$ cat config.mk
export PLATFORM = sky130hd
export DESIGN_NAME = regfile_sequencer
export DESIGN_NICKNAME = d
export VERILOG_FILES = /design/src/rtl/regfile_sequencer.sv
export SDC_FILE = /design/constraint.sdc
export NUM_CORES = 1
export LEC_CHECK = 0
export CORE_ASPECT_RATIO = 2
export CORE_UTILIZATION = 59
export DETAILED_ROUTE_END_ITERATION = 7
export PLACE_DENSITY = 0.87
export SLEW_MARGIN = 20
export SYNTH_ARGS = -nofsm -noshare
export SYNTH_HDL_FRONTEND = slang
export SYNTH_SLANG_ARGS = --single-unit
$ cat constraint.sdc
create_clock -name clk_main -period 7.2 [get_ports clk_main]
set_clock_uncertainty 0.05 [all_clocks]
set_input_delay 1.08 -clock clk_main [delete_from_list [all_inputs] [get_ports clk_main]]
set_output_delay 1.08 -clock clk_main [all_outputs]
set_load 0.01 [all_outputs]
$ cat src/rtl/regfile_sequencer.sv
// Register-file instruction sequencer: accepts one 16-bit instruction at a
// time, reads its operands, runs a small ALU and writes the result back.
// Each instruction then retires with a one-cycle done pulse.
module regfile_sequencer (
  input  logic        clk_main,
  input  logic        reset,
  input  logic [15:0] instr,
  input  logic        instr_valid,
  output logic        instr_ready,
  output logic        rf_en,
  output logic [1:0]  rf_rw,
  output logic [3:0]  rf_da,
  output logic [3:0]  rf_aa,
  output logic [3:0]  rf_ba,
  output logic [15:0] rf_d,
  input  logic [15:0] rf_a,
  input  logic [15:0] rf_b,
  output logic        done,
  output logic        illegal,
  output logic        zero,
  output logic        carry
);

  localparam logic [3:0] OP_NOP = 4'h0;
  localparam logic [3:0] OP_ADD = 4'h1;
  localparam logic [3:0] OP_SUB = 4'h2;
  localparam logic [3:0] OP_AND = 4'h3;
  localparam logic [3:0] OP_OR  = 4'h4;
  localparam logic [3:0] OP_XOR = 4'h5;
  localparam logic [3:0] OP_MOV = 4'h6;
  localparam logic [3:0] OP_NOT = 4'h7;
  localparam logic [3:0] OP_SHL = 4'h8;
  localparam logic [3:0] OP_SHR = 4'h9;
  localparam logic [3:0] OP_LDI = 4'hA;

  localparam logic [1:0] RW_IDLE  = 2'b00;
  localparam logic [1:0] RW_READ  = 2'b10;
  localparam logic [1:0] RW_WRITE = 2'b01;

  typedef enum logic [2:0] {
    S_IDLE,
    S_READ,
    S_EXEC,
    S_WRITE,
    S_DONE
  } state_t;

  // ALU: returns {carry, result}; carry is only meaningful for ADD/SUB.
  function automatic logic [16:0] alu_op(input logic [3:0] op,
                                         input logic [15:0] a,
                                         input logic [15:0] b);
    logic [16:0] r;
    r = '0;
    case (op)
      OP_ADD:  r = {1'b0, a} + {1'b0, b};
      OP_SUB:  r = {(a < b), a - b};
      OP_AND:  r = {1'b0, a & b};
      OP_OR:   r = {1'b0, a | b};
      OP_XOR:  r = {1'b0, a ^ b};
      OP_MOV:  r = {1'b0, a};
      OP_NOT:  r = {1'b0, ~a};
      OP_SHL:  r = {1'b0, a[14:0], 1'b0};
      OP_SHR:  r = {2'b00, a[15:1]};
      default: r = '0;
    endcase
    return r;
  endfunction

  function automatic logic is_alu_op(input logic [3:0] op);
    return (op >= OP_ADD) && (op <= OP_SHR);
  endfunction

  state_t      state_q, state_d;
  logic [3:0]  op_q, op_d;
  logic [3:0]  da_q, da_d;
  logic        instr_ready_q, instr_ready_d;
  logic        rf_en_q, rf_en_d;
  logic [1:0]  rf_rw_q, rf_rw_d;
  logic [3:0]  rf_da_q, rf_da_d;
  logic [3:0]  rf_aa_q, rf_aa_d;
  logic [3:0]  rf_ba_q, rf_ba_d;
  logic [15:0] rf_d_q, rf_d_d;
  logic        done_q, done_d;
  logic        illegal_q, illegal_d;
  logic        zero_q, zero_d;
  logic        carry_q, carry_d;
  logic [16:0] alu_res;

  assign alu_res = alu_op(op_q, rf_a, rf_b);

  // Next-state and next-output logic; every output is registered, so each
  // state's outputs are set up on the edge that enters that state.
  always_comb begin
    state_d       = state_q;
    op_d          = op_q;
    da_d          = da_q;
    instr_ready_d = 1'b0;
    rf_en_d       = 1'b0;
    rf_rw_d       = RW_IDLE;
    rf_da_d       = rf_da_q;
    rf_aa_d       = rf_aa_q;
    rf_ba_d       = rf_ba_q;
    rf_d_d        = rf_d_q;
    done_d        = 1'b0;
    illegal_d     = 1'b0;
    zero_d        = zero_q;
    carry_d       = carry_q;
    case (state_q)
      S_IDLE: begin
        instr_ready_d = 1'b1;
        if (instr_valid && instr_ready_q) begin
          op_d          = instr[15:12];
          da_d          = instr[11:8];
          instr_ready_d = 1'b0;
          if (is_alu_op(instr[15:12])) begin
            state_d = S_READ;
            rf_en_d = 1'b1;
            rf_rw_d = RW_READ;
            rf_aa_d = instr[7:4];
            rf_ba_d = instr[3:0];
          end else if (instr[15:12] == OP_LDI) begin
            state_d = S_WRITE;
            rf_en_d = 1'b1;
            rf_rw_d = RW_WRITE;
            rf_da_d = instr[11:8];
            rf_d_d  = {8'h00, instr[7:0]};
          end else begin
            state_d   = S_DONE;
            done_d    = 1'b1;
            illegal_d = (instr[15:12] != OP_NOP);
          end
        end
      end
      S_READ: begin
        state_d = S_EXEC;
      end
      S_EXEC: begin
        state_d = S_WRITE;
        rf_en_d = 1'b1;
        rf_rw_d = RW_WRITE;
        rf_da_d = da_q;
        rf_d_d  = alu_res[15:0];
        zero_d  = (alu_res[15:0] == 16'h0000);
        carry_d = alu_res[16];
      end
      S_WRITE: begin
        state_d = S_DONE;
        done_d  = 1'b1;
      end
      S_DONE: begin
        state_d       = S_IDLE;
        instr_ready_d = 1'b1;
      end
      default: begin
        state_d       = S_IDLE;
        instr_ready_d = 1'b1;
      end
    endcase
  end

  // State and output registers; reset aborts any instruction in flight.
  always_ff @(posedge clk_main or posedge reset) begin
    if (reset) begin
      state_q       <= S_IDLE;
      op_q          <= OP_NOP;
      da_q          <= '0;
      instr_ready_q <= 1'b1;
      rf_en_q       <= 1'b0;
      rf_rw_q       <= RW_IDLE;
      rf_da_q       <= '0;
      rf_aa_q       <= '0;
      rf_ba_q       <= '0;
      rf_d_q        <= '0;
      done_q        <= 1'b0;
      illegal_q     <= 1'b0;
      zero_q        <= 1'b0;
      carry_q       <= 1'b0;
    end else begin
      state_q       <= state_d;
      op_q          <= op_d;
      da_q          <= da_d;
      instr_ready_q <= instr_ready_d;
      rf_en_q       <= rf_en_d;
      rf_rw_q       <= rf_rw_d;
      rf_da_q       <= rf_da_d;
      rf_aa_q       <= rf_aa_d;
      rf_ba_q       <= rf_ba_d;
      rf_d_q        <= rf_d_d;
      done_q        <= done_d;
      illegal_q     <= illegal_d;
      zero_q        <= zero_d;
      carry_q       <= carry_d;
    end
  end

  assign instr_ready = instr_ready_q;
  assign rf_en       = rf_en_q;
  assign rf_rw       = rf_rw_q;
  assign rf_da       = rf_da_q;
  assign rf_aa       = rf_aa_q;
  assign rf_ba       = rf_ba_q;
  assign rf_d        = rf_d_q;
  assign done        = done_q;
  assign illegal     = illegal_q;
  assign zero        = zero_q;
  assign carry       = carry_q;

endmodule

Word-level counts from Yosys, hierarchy flattened
Index checks and enable logic that the tools add are counted.
W data, S select, Z words.
{ "op_classes": {"n_mux": 31, "n_reduce_logical": 10, "add_sub_neg": 2, "magnitude_cmp": 3, "bitwise_logic": 4, "n_eq_ne": 16} }
{ "op_table": {"columns": ["operator", "n"], "rows": [
  ["$pmux W17 S9", 1],
  ["$mux W16", 3],
  ["$pmux W16 S2", 1],
  ["$add A16 B16 Y17", 1],
  ["$and A16 B16 Y16", 1],
  ["$eq A4 B3 Y1 const B", 4],
  ["$logic_not A16 Y1", 1],
  ["$lt A16 B16 Y1", 1],
  ["$not A16 Y16", 1],
  ["$or A16 B16 Y16", 1],
  ["$sub A16 B16 Y16", 1],
  ["$xor A16 B16 Y16", 1],
  ["$eq A4 B4 Y1 const B", 3],
  ["$mux W1", 12],
  ["$mux W4", 3],
  ["$pmux W3 S4", 1],
  ["$mux W3", 3],
  ["$eq A4 B2 Y1 const B", 2],
  ["$pmux W4 S2", 1],
  ["$eq A3 B2 Y1 const B", 2],
  ["$ne A2 B2 Y1 const B", 3],
  ["$pmux W1 S2", 3],
  ["$eq A4 B1 Y1 const B", 1],
  ["$ge A4 B1 Y1 const B", 1],
  ["12 further kinds", 14]
]} }
{ "totals": {"register_bits": 47, "word_cells": 80, "out_inout_bits": 36, "in_bits": 51} }

Longest topological paths before layout
{ "depth": {"ltp_word": 5, "depth_mapped": 12, "depth_no_buf": 12} }

Least setup slack after synthesis
OpenSTA, ideal clock, no wires.
{ "synth_path": {"kind": "input port to flip-flop", "start": "input port rf_a[4]", "end": "register zero_q (netlist: zero)", "required_time_ns": 7.047, "slack_ns": 3.523, "stages": 11, "arrival_ns": 3.523, "setup_time_ns": 0.103, "cell_sequence": "inv_1 > ha_1 > buf_4 > or4b_1 > and3_4 > o21ai_2 > o31ai_1 > a221oi_1 > o21ai_0 > or4_4 > o41ai_2"} }
{ "synth_between": {"elab_chain_len": 3, "word_cells_on_any_way": 8} }
{ "synth_rtl": {"columns": ["element", "line", "source"], "rows": [
  ["start: declaration", "16", "input logic [15:0] rf_a,"],
  ["$sub A16 B16 Y16, or another cell as far along", "56", "OP_SUB: r = {(a < b), a - b};"],
  ["$pmux W17 S9 *", "54", "case (op)"],
  ["$logic_not A16 Y1 *", "143", "zero_d = (alu_res[15:0] == 16'h0000);"],
  ["end signal: assignment", "191", "zero_q <= zero_d;"],
  ["end: declaration", "85", "logic zero_q, zero_d;"]
]} }
Mark *: on every way between the ends. The rest lies on a longest branch, timed or not.
A chain may end at the register's enable or synchronous reset.

Final worst setup path
{ "layout_path": {"start": "input port rf_a[1]", "end": "register zero_q (netlist: zero)"} }
Same word-level chain as after synthesis.

==> out/results.ini <==
[status]
run_status = finished, final reports clean

[cts]
post_cts_resized = 0
cts_max_path_buffers = 2
clkLatencyLatePin_ns = 0.29
numCtsBuffers = 5
clock-root-buffer = clkbuf_16
cts.reportedPaths.clkPinSlew_ns = 0.07
cts-htree-levels = 2
hold_buffers = 0
cts_setup_buffers = 0
cts_tree = yes
cts_sinks = 47

[run]
max-cap-violations = 0

[detailed_routing]
wl_um = 21200
vias_per_cell = 7.16
drc = 0
routedWlPerCell_um = 25.9
dr.pass1.iters = 5
ant_nets = 0
num_vias = 5873
drt_iter0_drc = 812

[die]
num_rows = 48
dieArea_mm2 = 0.00927
die_h_um = 135
io_pins = 87
die-width_um = 68.6
coreArea_mm2 = 0.00859
initial_utilization_pct = 60.9

[timing]
period_share_pct = 65.3
worst_slew_pin_slew_ns = 0.955
final_hold_viol_count = 0
worst_hold_slack_ns = 0.448
setup_tns_ns = 0
maxSlewHeadroom_pct = 36.2
fmax_mhz = 213
timing.final.ws_setup_ns = 2.50
setup-violations-final = 0
rsz0062_at_grt = false
finalCriticalPeriod_ns = 4.70
slew_violations = 0

[power]
irDropWorstVdd_mv = 0.323
p_leak_nw = 2.66
power.density_mw_per_mm2 = 371

[finish]
fin_nets = 819
instances_no_fill = 820
drive_above_1_share_pct = 7.79
fin_util_pct = 73.2
areaGrowthSynthToFinish_pct = 20.2

[logic_synthesis]
yosysWarnings = 0
syn_area_mm2 = 0.00523
ys_ff_latch = 47
synth_edf_count = 0
synth.distinct_cells = 86
async_flop_share_pct = 100
yosysSeqAreaShare_pct = 22.5
netlist_instances = 658
avgSynthCellArea_um2 = 7.95
syn_nets = 759
synth_flop_cell = dfrtp_1

[grt]
grt_pass1_vias = 5858
antenna_found_initial = 0
gr-total-overflow = 0
grt_max_degree = 48
grt_first_pass_wirelength_um = 32900
grt_usage_pct = 49.6

[critical_path]
start_kind = primary input
reg2reg_depth = 10
crit_type = primary input to flop
cp-end-kind = flop
cp.required_ns = 7.35
cp.arrival_ns = 4.84
r2r_slack_ns = 3.25
worstPathMaxFanout = 6

[min_path]
hold_depth = 2
worst_hold_path_type = flop to flop

[placement]
place_hpwl_um = 15400
gp_congestion = 1.03
port_buffers = 86
place_ws_ns = 2.38
dp_cells = 811

[final cells by class]
type                       count  area (µm²)
antenna                        1        2.50
inverter                      53         199
fill                         658        2300
sequential                    47        1180
clock inverter                 3        46.3
timing repair buffer          97         943
tap                          100         125
clock buffer                   5         125
multi-input combinational    514        3670
[critical path: stages]
cell and delay (ns):
clkdlybuf4s50_1 0.61, inv_1 0.15, ha_1 0.36, nor2_1 0.17
o311a_1 0.38, o21ai_2 0.17, o31ai_1 0.58, o221a_2 0.30
o21ai_0 0.12, or4_4 0.60, o41ai_2 0.32
[cells in the final DEF (no fill, tap or decap), types with 6 or more instances in the layout]
| cell | count |
|---|---|
| clkdlybuf4s50_1 | 86 |
| nand2_1 | 61 |
| inv_1 | 51 |
| ha_1 | 48 |
| dfrtp_1 | 46 |
| nor2_1 | 44 |
| o21ai_0 | 42 |
| a21oi_1 | 33 |
| nand3_1 | 23 |
| mux2_2 | 15 |
| nor3_1 | 14 |
| o211ai_1 | 14 |
| a211oi_1 | 13 |
| nand2b_1 | 11 |
| buf_4 | 11 |
| mux2i_1 | 10 |
| a31oi_1 | 10 |
| o221ai_1 | 9 |
| nor2b_1 | 9 |
| a22oi_1 | 8 |
| or3_1 | 7 |
| a22o_1 | 6 |
| a21o_1 | 6 |
| a221oi_1 | 6 |
| o31ai_1 | 6 |
[kinds of logic (layout without fill, tap and decap cells)]
group	Yosys count	count (layout)	share of synthesized area, %
other	0	1	0
buffers and inverters	97	158	7.61
XOR/XNOR	2	2	0.335
AND/OR/NAND/NOR	212	212	21.0
flip-flops	47	47	22.5
AO/OA/AOI/OAI	224	224	30.8
adder cells (fa/ha/maj)	50	50	12.2
multiplexers	26	26	5.43
[per-stage QoR]
step,power [W],instance area [µm²]
2_1_floorplan,0.00139,5230
3_3_place_gp,0.00192,6110
3_5_place_dp,0.00197,6110
4_1_cts,0.00225,6280
5_1_grt,0.00245,6280
6_report,0.00233,6290
[path summary, 6_finish.rpt]
check                                     from              endpoint
max reg2reg                op_q[1]$_DFFE_PP0P_      zero$_DFFE_PP0P_
min reg2reg                   zero$_DFFE_PP0P_      zero$_DFFE_PP0P_
min in group asynchronous                reset  rf_aa[3]$_DFFE_PP0P_
max                                    rf_a[1]      zero$_DFFE_PP0P_
max in group asynchronous                reset   da_q[2]$_DFFE_PP0P_
min                           zero$_DFFE_PP0P_      zero$_DFFE_PP0P_
[cells in the mapped netlist (5+ instances only)]
master | n | area [µm²]
o22ai_1 | 5 | 31.3
nand2_1 | 61 | 229
a221oi_1 | 6 | 52.6
a22oi_1 | 8 | 60.1
nand3_1 | 23 | 115
nor2_1 | 44 | 165
nor3_1 | 14 | 70.1
o221ai_1 | 9 | 78.8
dfrtp_1 | 46 | 1150
ha_1 | 48 | 601
nand2b_1 | 11 | 68.8
a32oi_1 | 5 | 43.8
nor2b_1 | 9 | 56.3
a21o_1 | 6 | 45.0
o31ai_1 | 6 | 45.0
a211oi_1 | 13 | 97.6
a31oi_1 | 10 | 62.6
inv_1 | 52 | 195
nor4_1 | 5 | 31.3
o21ai_0 | 42 | 210
mux2_2 | 15 | 169
clkbuf_1 | 26 | 97.6
o211ai_1 | 14 | 105
mux2i_1 | 10 | 100
nand4_1 | 5 | 31.3
or3_1 | 7 | 43.8
a22o_1 | 6 | 52.6
buf_2 | 12 | 60.1
a21oi_1 | 33 | 165
[flip-flops by register name, indices dropped and copies added, names as in the netlist]
name,count
rf_rw,2
rf_en,1
op_q,4
rf_d,16
done,1
rf_aa,4
da_q,4
carry,1
rf_da,4
zero,1
state_q,3
instr_ready,1
illegal,1
rf_ba,4
[routing by layer]
| metal | track usage (%) | share of wire, % |
|---|---|---|
| met1 | 49.5 | 32 |
| met2 | 76.2 | 49 |
| met3 | 19.6 | 8.8 |
| met4 | 44.1 | 10 |
| met5 | 0 | 0 |
[power breakdown]
part / internal, W / switching (W) / total [W]
clock: 0.000165 / 0.000106 / 0.000271
sequential: 0.000391 / 0.000119 / 0.000509
combinational: 0.000613 / 0.000937 / 0.00155
total: 0.00117 / 0.00116 / 0.00233
Power figures use the tool's default switching activity.
